File: src/rtl/platform_pkg.sv
// Shared types and constants for the platform table: geometry, entry layout
// and the power-on arrangement of platforms.
package platform_pkg;

  localparam int NUM_PLAT = 16;
  localparam int IDX_W    = $clog2(NUM_PLAT);
  localparam int SCREEN_H = 480;
  localparam int COORD_W  = 10;

  typedef logic [COORD_W-1:0] coord_t;

  typedef struct packed {
    coord_t x;
    coord_t y;
  } plat_t;

  typedef enum logic [1:0] {
    ST_IDLE    = 2'd0,
    ST_SCAN    = 2'd1,
    ST_PUBLISH = 2'd2
  } sched_state_t;

  function automatic coord_t init_x(input int i);
    return coord_t'(40 * i + 20);
  endfunction

  function automatic coord_t init_y(input int i);
    return coord_t'(30 * i + 15);
  endfunction

endpackage

File: src/rtl/lfsr16.sv
// Free-running 16-bit Galois LFSR, polynomial x^16+x^14+x^13+x^11+1.
module lfsr16 #(
  parameter logic [15:0] SEED = 16'hACE1
) (
  input  logic        Clk,
  input  logic        Reset_n,
  output logic [15:0] state
);

  // Right-shifting Galois form: feedback taps folded into mask 16'hB400.
  always_ff @(posedge Clk or negedge Reset_n) begin
    if (!Reset_n) begin
      state <= SEED;
    end else begin
      state <= {1'b0, state[15:1]} ^ (state[0] ? 16'hB400 : 16'h0000);
    end
  end

endmodule

File: src/rtl/platform_scheduler.sv
// Per-frame platform scroller: scans the working table one entry per clock,
// respawns fallen platforms at the top and publishes the result atomically.
module platform_scheduler
  import platform_pkg::*;
#(
  parameter int          SCROLL_LINE = 200,
  parameter int          MAX_SCROLL  = 16,
  parameter int          X_MARGIN    = 64,
  parameter logic [15:0] LFSR_SEED   = 16'hACE1
) (
  input  logic                      Clk,
  input  logic                      Reset_n,
  input  logic                      frame_clk,
  input  logic                      run,
  input  logic [9:0]                BallY,
  output logic [NUM_PLAT*10-1:0]    PlatX,
  output logic [NUM_PLAT*10-1:0]    PlatY,
  output logic [9:0]                Scroll,
  output logic                      update_done,
  output logic                      busy,
  output logic [15:0]               Score,
  output logic                      overrun
);

  localparam coord_t             SCROLL_LINE_C = coord_t'(SCROLL_LINE);
  localparam coord_t             MAX_SCROLL_C  = coord_t'(MAX_SCROLL);
  localparam coord_t             X_MARGIN_C    = coord_t'(X_MARGIN);
  localparam logic [10:0]        SCREEN_H_C    = 11'(SCREEN_H);
  localparam logic [IDX_W-1:0]   LAST_IDX      = IDX_W'(NUM_PLAT - 1);

  sched_state_t      state_r;
  logic [2:0]        sync_r;
  logic              tick_s;
  logic [IDX_W-1:0]  idx_r;
  coord_t            dy_r;
  coord_t            diff_s;
  coord_t            dy_s;
  logic [10:0]       sum_s;
  coord_t            new_x_s;
  coord_t            new_y_s;
  logic [16:0]       score_sum_s;
  logic [15:0]       lfsr_s;
  logic              unused_lfsr_s;
  plat_t             work_r [NUM_PLAT];
  plat_t             pub_r  [NUM_PLAT];

  lfsr16 #(.SEED(LFSR_SEED)) u_lfsr (
    .Clk     (Clk),
    .Reset_n (Reset_n),
    .state   (lfsr_s)
  );

  assign unused_lfsr_s = ^lfsr_s[15:9];
  assign tick_s        = sync_r[1] & ~sync_r[2];

  // Scroll amount, per-entry shift/respawn and saturating score arithmetic.
  always_comb begin
    diff_s      = SCROLL_LINE_C - BallY;
    dy_s        = 10'd0;
    if (BallY < SCROLL_LINE_C) begin
      dy_s = (diff_s > MAX_SCROLL_C) ? MAX_SCROLL_C : diff_s;
    end else begin
      dy_s = 10'd0;
    end
    sum_s       = {1'b0, work_r[idx_r].y} + {1'b0, dy_r};
    new_x_s     = work_r[idx_r].x;
    new_y_s     = sum_s[9:0];
    if (sum_s >= SCREEN_H_C) begin
      new_y_s = coord_t'(sum_s - SCREEN_H_C);
      new_x_s = X_MARGIN_C + {1'b0, lfsr_s[8:0]};
    end else begin
      new_y_s = sum_s[9:0];
      new_x_s = work_r[idx_r].x;
    end
    score_sum_s = {1'b0, Score} + {7'b0000000, dy_r};
  end

  // Flatten the published table onto the packed output buses.
  always_comb begin
    PlatX = '0;
    PlatY = '0;
    for (int i = 0; i < NUM_PLAT; i++) begin
      PlatX[10*i +: 10] = pub_r[i].x;
      PlatY[10*i +: 10] = pub_r[i].y;
    end
  end

  // Frame-tick synchronizer plus the IDLE/SCAN/PUBLISH sequencer.
  always_ff @(posedge Clk or negedge Reset_n) begin
    if (!Reset_n) begin
      for (int i = 0; i < NUM_PLAT; i++) begin
        work_r[i] <= '{x: init_x(i), y: init_y(i)};
        pub_r[i]  <= '{x: init_x(i), y: init_y(i)};
      end
      state_r     <= ST_IDLE;
      sync_r      <= 3'b000;
      idx_r       <= '0;
      dy_r        <= 10'd0;
      Scroll      <= 10'd0;
      Score       <= 16'd0;
      update_done <= 1'b0;
      busy        <= 1'b0;
      overrun     <= 1'b0;
    end else begin
      sync_r      <= {sync_r[1:0], frame_clk};
      update_done <= 1'b0;
      if (tick_s && (state_r != ST_IDLE)) begin
        overrun <= 1'b1;
      end
      case (state_r)
        ST_IDLE: begin
          if (tick_s && run && (dy_s != 10'd0)) begin
            dy_r    <= dy_s;
            idx_r   <= '0;
            busy    <= 1'b1;
            state_r <= ST_SCAN;
          end
        end
        ST_SCAN: begin
          work_r[idx_r] <= '{x: new_x_s, y: new_y_s};
          idx_r         <= idx_r + {{(IDX_W-1){1'b0}}, 1'b1};
          if (idx_r == LAST_IDX) begin
            state_r <= ST_PUBLISH;
          end
        end
        ST_PUBLISH: begin
          for (int i = 0; i < NUM_PLAT; i++) begin
            pub_r[i] <= work_r[i];
          end
          Scroll      <= dy_r;
          Score       <= score_sum_s[16] ? 16'hFFFF : score_sum_s[15:0];
          update_done <= 1'b1;
          busy        <= 1'b0;
          state_r     <= ST_IDLE;
        end
        default: begin
          busy    <= 1'b0;
          state_r <= ST_IDLE;
        end
      endcase
    end
  end

endmodule

File: config.mk
export PLATFORM = sky130hd
export DESIGN_NAME = platform_scheduler
export DESIGN_NICKNAME = d
export VERILOG_FILES = /design/src/rtl/platform_pkg.sv /design/src/rtl/lfsr16.sv /design/src/rtl/platform_scheduler.sv
export SDC_FILE = /design/constraint.sdc
export NUM_CORES = 1
export LEC_CHECK = 0
export CAP_MARGIN = 20
export CORE_MARGIN = 10
export CORE_UTILIZATION = 45
export DETAILED_ROUTE_END_ITERATION = 7
export GPL_ROUTABILITY_DRIVEN = 0
export PLACE_DENSITY = 0.77
export SLEW_MARGIN = 20
export SYNTH_ARGS = -nofsm -noshare
export SYNTH_HDL_FRONTEND = slang
export SYNTH_HIERARCHICAL = 1
export SYNTH_SLANG_ARGS = --single-unit
File: constraint.sdc
create_clock -name Clk -period 8.7 [get_ports Clk]
set_input_delay 1.74 -clock Clk [delete_from_list [all_inputs] [get_ports Clk]]
set_output_delay 1.74 -clock Clk [all_outputs]
set_load 0.01 [all_outputs]
==> results by group, run 1 <==
Final layout
  • Post-Layout Cell Count: between 4000 and 5000
  • Most common cell after layout, fill and taps aside: nand2_1
  • Number of diodes: 0
  • Nets: roughly 3300
  • Most frequent cells in the layout: nand2_1, dfrtp_1, clkdlybuf4s50_1, dfstp_2, o21ai_1
  • Area grow syn2layout: 23.2%
  • Share of cells above drive strength 1: 0.188
  • Final core occ: 0.560

Worst setup path
  • Critical path capture point: work_r[296]
  • Worst reg2reg path depth: 15
  • CP Launch Type: register
  • Req. time, crit path: between 9 and 10 ns
  • Crit end category: register
  • Crit path launch: idx_r[0]
  • Crit path DAT: between 7 and 8 ns
  • WS Path Type: reg2reg
  • Worst-path fanout max: 31
  • Worst reg-to-reg setup slack: 1.93 ns
  • Reg2reg end: work_r[296]
  • Worst R2R Start: idx_r[0]

Yosys
  • Mapped Cells: ~2900
  • Yosys top cell by area: dfrtp_1
  • Cell variety after synth: 59
  • Synthesis Warnings: 6
  • Primary FF master, synth: dfrtp_1
  • Mapped Nets: between 2000 and 3000
  • Sequential share of the synthesized area: 0.601
  • Synth Register Bits: slightly above 700
  • EDFF count, synth: 0
  • Fraction of registers with async set/reset: 1.00
  • Top-area cell type share of the netlist area: 0.343
  • Mean post-synth cell area: a little over 10 um^2
  • Mapped cell area: ~30000 um^2
  • Area contributors post-synth: dfrtp_1, dfstp_2, nand2_1

Route
  • Via density: about 5.6
  • Total Wirelength: about 100000 um
  • Drt wl/cell: roughly 24 um
  • Pre-antenna DRT Iters: 6
  • Via count: ~23000
  • Highest metal used: met5
  • Starting DRT DRC Count: 2777
  • Routed Antenna Nets: 0
  • WL met2: roughly 45000 um
  • Metal-1 WL: 37100 um
  • DR DRC count: 0
  • Met3 wire length: between 10000 and 15000 um

Placed design
  • Placed Cells: 4021
  • Post-DP HPWL: approximately 70000 um
  • I/O Buffers: roughly 360

Clock tree
  • Longest Clk Path Bufs: 3
  • Clock Pin Slew Worst Setup and Hold Paths: roughly 0.060 ns
  • CTS buffer count: 74
  • Num Clock Sinks: slightly above 700
  • CTS tree: yes
  • Clk Latency, worst-skew pair: about 0.63 ns
  • Clk root buf: clkbuf_16
  • PostCTS Resize Cnt: 0
  • Post-CTS Setup Inserts: 0
  • Hold_buf cts: 0
  • CTS H-tree lvls: 3

Pwr
  • Leak Pwr: approximately 17 nW
  • Total power: between 9 and 10 mW
  • P per Cell Area: 258 nW/um^2
  • Peak VDD IR: 325 uV

STA
  • Hold_ws: between 0.3 and 0.4 ns
  • Setup-failing EPs final: 0
  • Final Max Slew Viols: 0
  • Crit path time final: 6.77 ns
  • RSZ-0062 raised after global routing: no
  • Tcrit/Tclk final: 0.778
  • Relative slew slack: 0.213
  • Final TNS setup: 0 ns
  • Tightest Pin Transition: approximately 1.2 ns
  • F_max: around 150 MHz
  • Final hold vios: 0
  • Skew final: ~0.036 ns

GRT
  • Global Route Usage Sum: 0.247
  • Initial antenna violation count: 1
  • Largest net degree at the start of global routing: 190
  • Global-route wire length before repair: ~150000 um
  • Gr ovfl total: 0
  • Vias in the first global route: 22700

Floorplan
  • DIE WIDTH: 278 um
  • Die Area: 77300 um^2
  • Num ports: ~360
  • Starting Density: 0.455
  • Core Rows: between 90 and 100
  • Total core area: between 60000 and 70000 um^2
  • Die Y: between 200 and 300 um

Job
  • Max-cap violations: 0

Run status
  • Outcome: finished clean

Worst hold path
  • Worst hold path class: reg2reg
==> per-layer routing <==
layer  up-vias  track usage
li1      10300            -
met1     11600        0.316
met2      1276        0.378
met3       269       0.0705
met4         2        0.133
met5         -            0
==> critical path, stage by stage (launching register included) <==
cell      delay, ns
dfrtp_4        0.82
buf_4          0.57
mux4_2         0.58
mux4_2         0.47
ha_1           0.26
a211oi_2       0.42
o21bai_1       0.15
a311oi_2       0.53
inv_1          0.09
ha_1           0.23
inv_1          0.13
o31ai_1        0.12
a311oi_4       0.82
buf_8          0.25
mux2i_2        0.91
o21ai_0        0.22
==> cell type report <==
class	instances	area, um^2
Tap cell	864	1080
Clock inverter	16	229
Timing Repair Buffer	397	3940
Inverter	25	101
Clock buffer	120	2280
Fill cell	5460	29000
Sequential cell	704	18000
Multi-Input combinational cell	2032	11300
==> cell families after synthesis <==
group | after synthesis | synth area share
DFF | 704 | 0.601
AOI/OAI and AO/OA | 353 | 0.0654
adders and majority gates | 30 | 0.0130
and+or+nand+nor | 1469 | 0.190
muxes | 159 | 0.0978
xor gates and xnor gates | 21 | 0.00614
buffers and inverters | 206 | 0.0268
==> cell usage after synthesis (all sizes together) (9+ instances only) <==
library cell	count
mux2	44
nor2b	10
a21oi	16
nand3	23
nor2	49
clkbuf	155
mux4	100
ha	28
xnor2	10
inv	24
o21ai	279
buf	26
mux2i	15
a31oi	9
nand2b	13
dfrtp	410
nand2	1337
dfstp	294
xor2	11
==> flip-flops by register name (all words and copies together) (netlist names) <==
name          flops
state_r           2
PlatY           160
update_done       1
PlatX           160
dy_r             10
overrun           1
Scroll           10
Score            16
sync_r            3
work_r          320
u_lfsr/state     16
idx_r             4
busy              1
==> stage by stage <==
| stage | cell area, um^2 | setup WS, ns |
|---|---|---|
| 2_1_floorplan | 29900 | 2.61 |
| 3_3_place_gp | 34300 | 2.14 |
| 3_5_place_dp | 34300 | 1.90 |
| 4_1_cts | 36800 | 1.88 |
| 5_1_grt | 36900 | 1.53 |
| 6_report | 36900 | 1.93 |
==> how the worst min path moves through the flow <==
stage / end / cells past startpoint / slack [ns] / startpoint
finish: sync_r[1] / 0 / 0.35 / sync_r[0]
global route: sync_r[1] / 0 / 0.37 / sync_r[0]
CTS: sync_r[1] / 0 / 0.35 / sync_r[0]
detailed placement: u_lfsr/state[8] / 0 / 0.34 / u_lfsr/state[9]
global placement: u_lfsr/state[8] / 0 / 0.33 / u_lfsr/state[9]
floorplan: sync_r[1] / 0 / 0.33 / sync_r[0]
==> power breakdown <==
| group | leakage (nW) | total [mW] | switching [mW] | internal [mW] |
|---|---|---|---|---|
| combinational | 6.76 | 2.18 | 1.35 | 0.828 |
| clock | 1.23 | 3.27 | 1.33 | 1.94 |
| sequential | 8.64 | 4.08 | 0.453 | 3.63 |
Note: power is estimated with default switching activity, not from simulation.
==> inputs of run 2 (changes only) <==
- clock period: 8.7 -> 6.25 ns (I/O delays scaled with it)
==> run 2 against run 1 <==
  * Sequential cell count unchanged
  * Via count down 0.31%
  * Die area stayed put
  * Maximum frequency grew 14%
  * Setup slack worse by 1.6 ns
  * Critical endpoint is now work_r[233]
==> results by group, run 2 (synthesized netlist as in run 1, its figures left out) <==
Worst setup path
  • Worst-path fanout max: 28 (-9.7%)
  • WS Path Type: reg2reg
  • Crit end category: register
  • Crit path launch: idx_r[0]
  • Req. time, crit path: 6.73 ns (-2.42 ns)
  • CP Launch Type: register
  • Crit path DAT: 6.40 ns (-0.82 ns)
  • Worst R2R Start: idx_r[0]

Route
  • Via density: 5.58 (-0.81%)
  • Starting DRT DRC Count: 2941 (+5.9%)
  • Pre-antenna DRT Iters: 6 (unchanged)
  • Drt wl/cell: 23.3 um (-0.97%)
  • Via count: 23300 (-0.31%)
  • Routed Antenna Nets: 0 (unchanged)
  • DR DRC count: 0 (unchanged)
  • Total Wirelength: 97500 um (-0.47%)

GRT
  • Initial antenna violation count: 0 (-1)
  • Largest net degree at the start of global routing: 196 (+3.2%)
  • Global-route wire length before repair: 147000 um (+0.28%)
  • Global Route Usage Sum: 0.246 (-0.000866)
  • Vias in the first global route: 22900 (+0.94%)
  • Gr ovfl total: 0 (unchanged)

Floorplan
  • DIE WIDTH: 278 um (unchanged)
  • Num ports: 363 (unchanged)
  • Starting Density: 0.455 (unchanged)
  • Total core area: 65900 um^2 (unchanged)
  • Die Y: 278 um (unchanged)
  • Core Rows: 94 (unchanged)
  • Die Area: 77300 um^2 (unchanged)

STA
  • RSZ-0062 raised after global routing: yes
  • Skew final: 0.0298 ns (-0.00630 ns)
  • Tightest Pin Transition: 1.13 ns (-0.0245 ns)
  • Setup-failing EPs final: 0 (unchanged)
  • Tcrit/Tclk final: 0.947 (+0.168)
  • Final Max Slew Viols: 0 (unchanged)
  • F_max: 169 MHz (+14%)
  • Relative slew slack: 0.229 (+0.0167)
  • Final TNS setup: 0 ns (unchanged)
  • Crit path time final: 5.92 ns (-0.853 ns)
  • Final hold vios: 0 (unchanged)

Pwr
  • Peak VDD IR: 322 uV (-0.79%)
  • Psw: 4.42 mW (+41%)
  • Clock network power share: 0.340 (-0.003)
  • Total power: 13.3 mW (+39%)
  • P per Cell Area: 359 nW/um^2 (+39%)
  • Net Sw Frac: 0.333 (+0.00484)
  • Leak Pwr: 16.7 nW (+0.49%)
  • Sequential share of power: 0.425 (-0.003)
  • Combinational fraction of design power: 0.235 (+0.006)
  • Int Power: 8.84 mW (+38%)

Clock tree
  • Post-CTS Setup Inserts: 0 (unchanged)
  • CTS H-tree lvls: 3 (unchanged)
  • CTS tree: yes
  • Longest Clk Path Bufs: 3 (unchanged)
  • Clock Pin Slew Worst Setup and Hold Paths: 0.06 ns (about the same)
  • Hold_buf cts: 0 (unchanged)
  • CTS buffer count: 75 (+1.4%)
  • Clk Latency, worst-skew pair: 0.64 ns (about the same)
  • Clk root buf: clkbuf_16
  • Num Clock Sinks: 704 (unchanged)

Final layout
  • Number of diodes: 0 (unchanged)
  • Most frequent cells in the layout: nand2_1, dfrtp_1, clkdlybuf4s50_1, dfstp_2, o21ai_1
  • Reg with most FFs: work_r
  • Largest register FFs: 320 (unchanged)
  • Area grow syn2layout: 23.6%
  • Nets: 3297 (+0.58%)
  • Share of cells above drive strength 1: 0.193 (+0.00514)
  • Most common cell after layout, fill and taps aside: nand2_1
  • Fillers: 5449 (-0.20%)

Job
  • Max-cap violations: 0 (unchanged)

Placed design
  • I/O Buffers: 362 (unchanged)
  • Post-DP HPWL: 68900 um (-2.1%)

Worst hold path
  • Hold wc startpoint: u_lfsr/state[9]
  • Worst hold path class: reg2reg

Run status
  • Outcome: finished clean
-- run 2: cell types whose count changed in the layout (fill, tap and decap cells not counted), moves of 2 or more --
cell,delta
clkinv_2,+5
clkbuf_8,-2
inv_6,+4
buf_12,+2
buf_4,+16
-- run 2: layout make-up --
| cell class | count | area [um^2] | share of cell area |
|---|---|---|---|
| flip-flops and latches | 704 | 18000 | 0.486 |
| multi-input cells | 2032 | 11200 | 0.304 |
| repair buffers | 415 | 4110 | 0.111 |
| clock buffers | 116 | 2220 | 0.0600 |
| well taps | 864 | 1080 | 0.0292 |
| clock inverters | 23 | 255 | 0.00690 |
| inverters | 25 | 101 | 0.00274 |
-- run 2: final timing paths --
kind,end,slack [ns],depth (start not counted)
max in group asynchronous,PlatX[97],4.16,3
setup reg to reg,work_r[233],0.33,16
setup / recovery,work_r[233],0.33,16
hold / removal,u_lfsr/state[8],0.35,0
min in group asynchronous,PlatY[17],0.60,1
hold reg to reg,u_lfsr/state[8],0.35,0
-- run 2: metrics by stage --
stage	cell area (um^2)	worst slack (ns)	hold slack, ns	util	cells
4_1_cts	37000	0.179	0.351	0.561	4178
2_1_floorplan	29900	0.164	0.331	-	2942
6_report	37000	0.334	0.347	0.562	4179
5_1_grt	37000	0.00370	0.357	0.562	4179
3_3_place_gp	34500	0.486	0.334	0.523	4039
3_5_place_dp	34500	0.296	0.337	0.523	4039
-- run 2: critical path, stage by stage, from the launching register on --
cell	delay [ns]
dfrtp_4	0.80
buf_4	0.42
mux4_2	0.59
mux4_2	0.47
ha_1	0.37
a211oi_2	0.37
nor4_1	0.09
nor3_1	0.39
inv_1	0.17
ha_1	0.28
inv_1	0.14
o31ai_1	0.13
a311oi_4	0.31
buf_4	0.36
mux2i_2	0.50
buf_4	0.27
o21ai_1	0.10
-- run 2: per-layer routing --
metal / part of all wire / global-route usage / up-vias / wire length, um
met5: 0 / 0 / - / 0
met4: 0.043 / 0.104 / 0 / 4240
met3: 0.10 / 0.0684 / 230 / 10000
met2: 0.46 / 0.387 / 1283 / 45300
met1: 0.39 / 0.318 / 11500 / 38000
li1: - / - / 10300 / -
-- run 2: power groups by stage --
stage / logic, mW / registers [mW] / clock network [mW]
after floorplan: 2.02 / 5.35 / 0
after global placement: 2.96 / 5.67 / 0
after detailed placement: 3.02 / 5.67 / 0
after CTS: 3.06 / 5.60 / 4.54
after global routing: 3.32 / 5.66 / 4.74
final: 3.12 / 5.64 / 4.51
-- run 2: repair_timing --
item,in CTS,in global routing
setup endpoints to repair,0,16
endpoints found under the hold margin,0,0
gates resized for setup,0,3
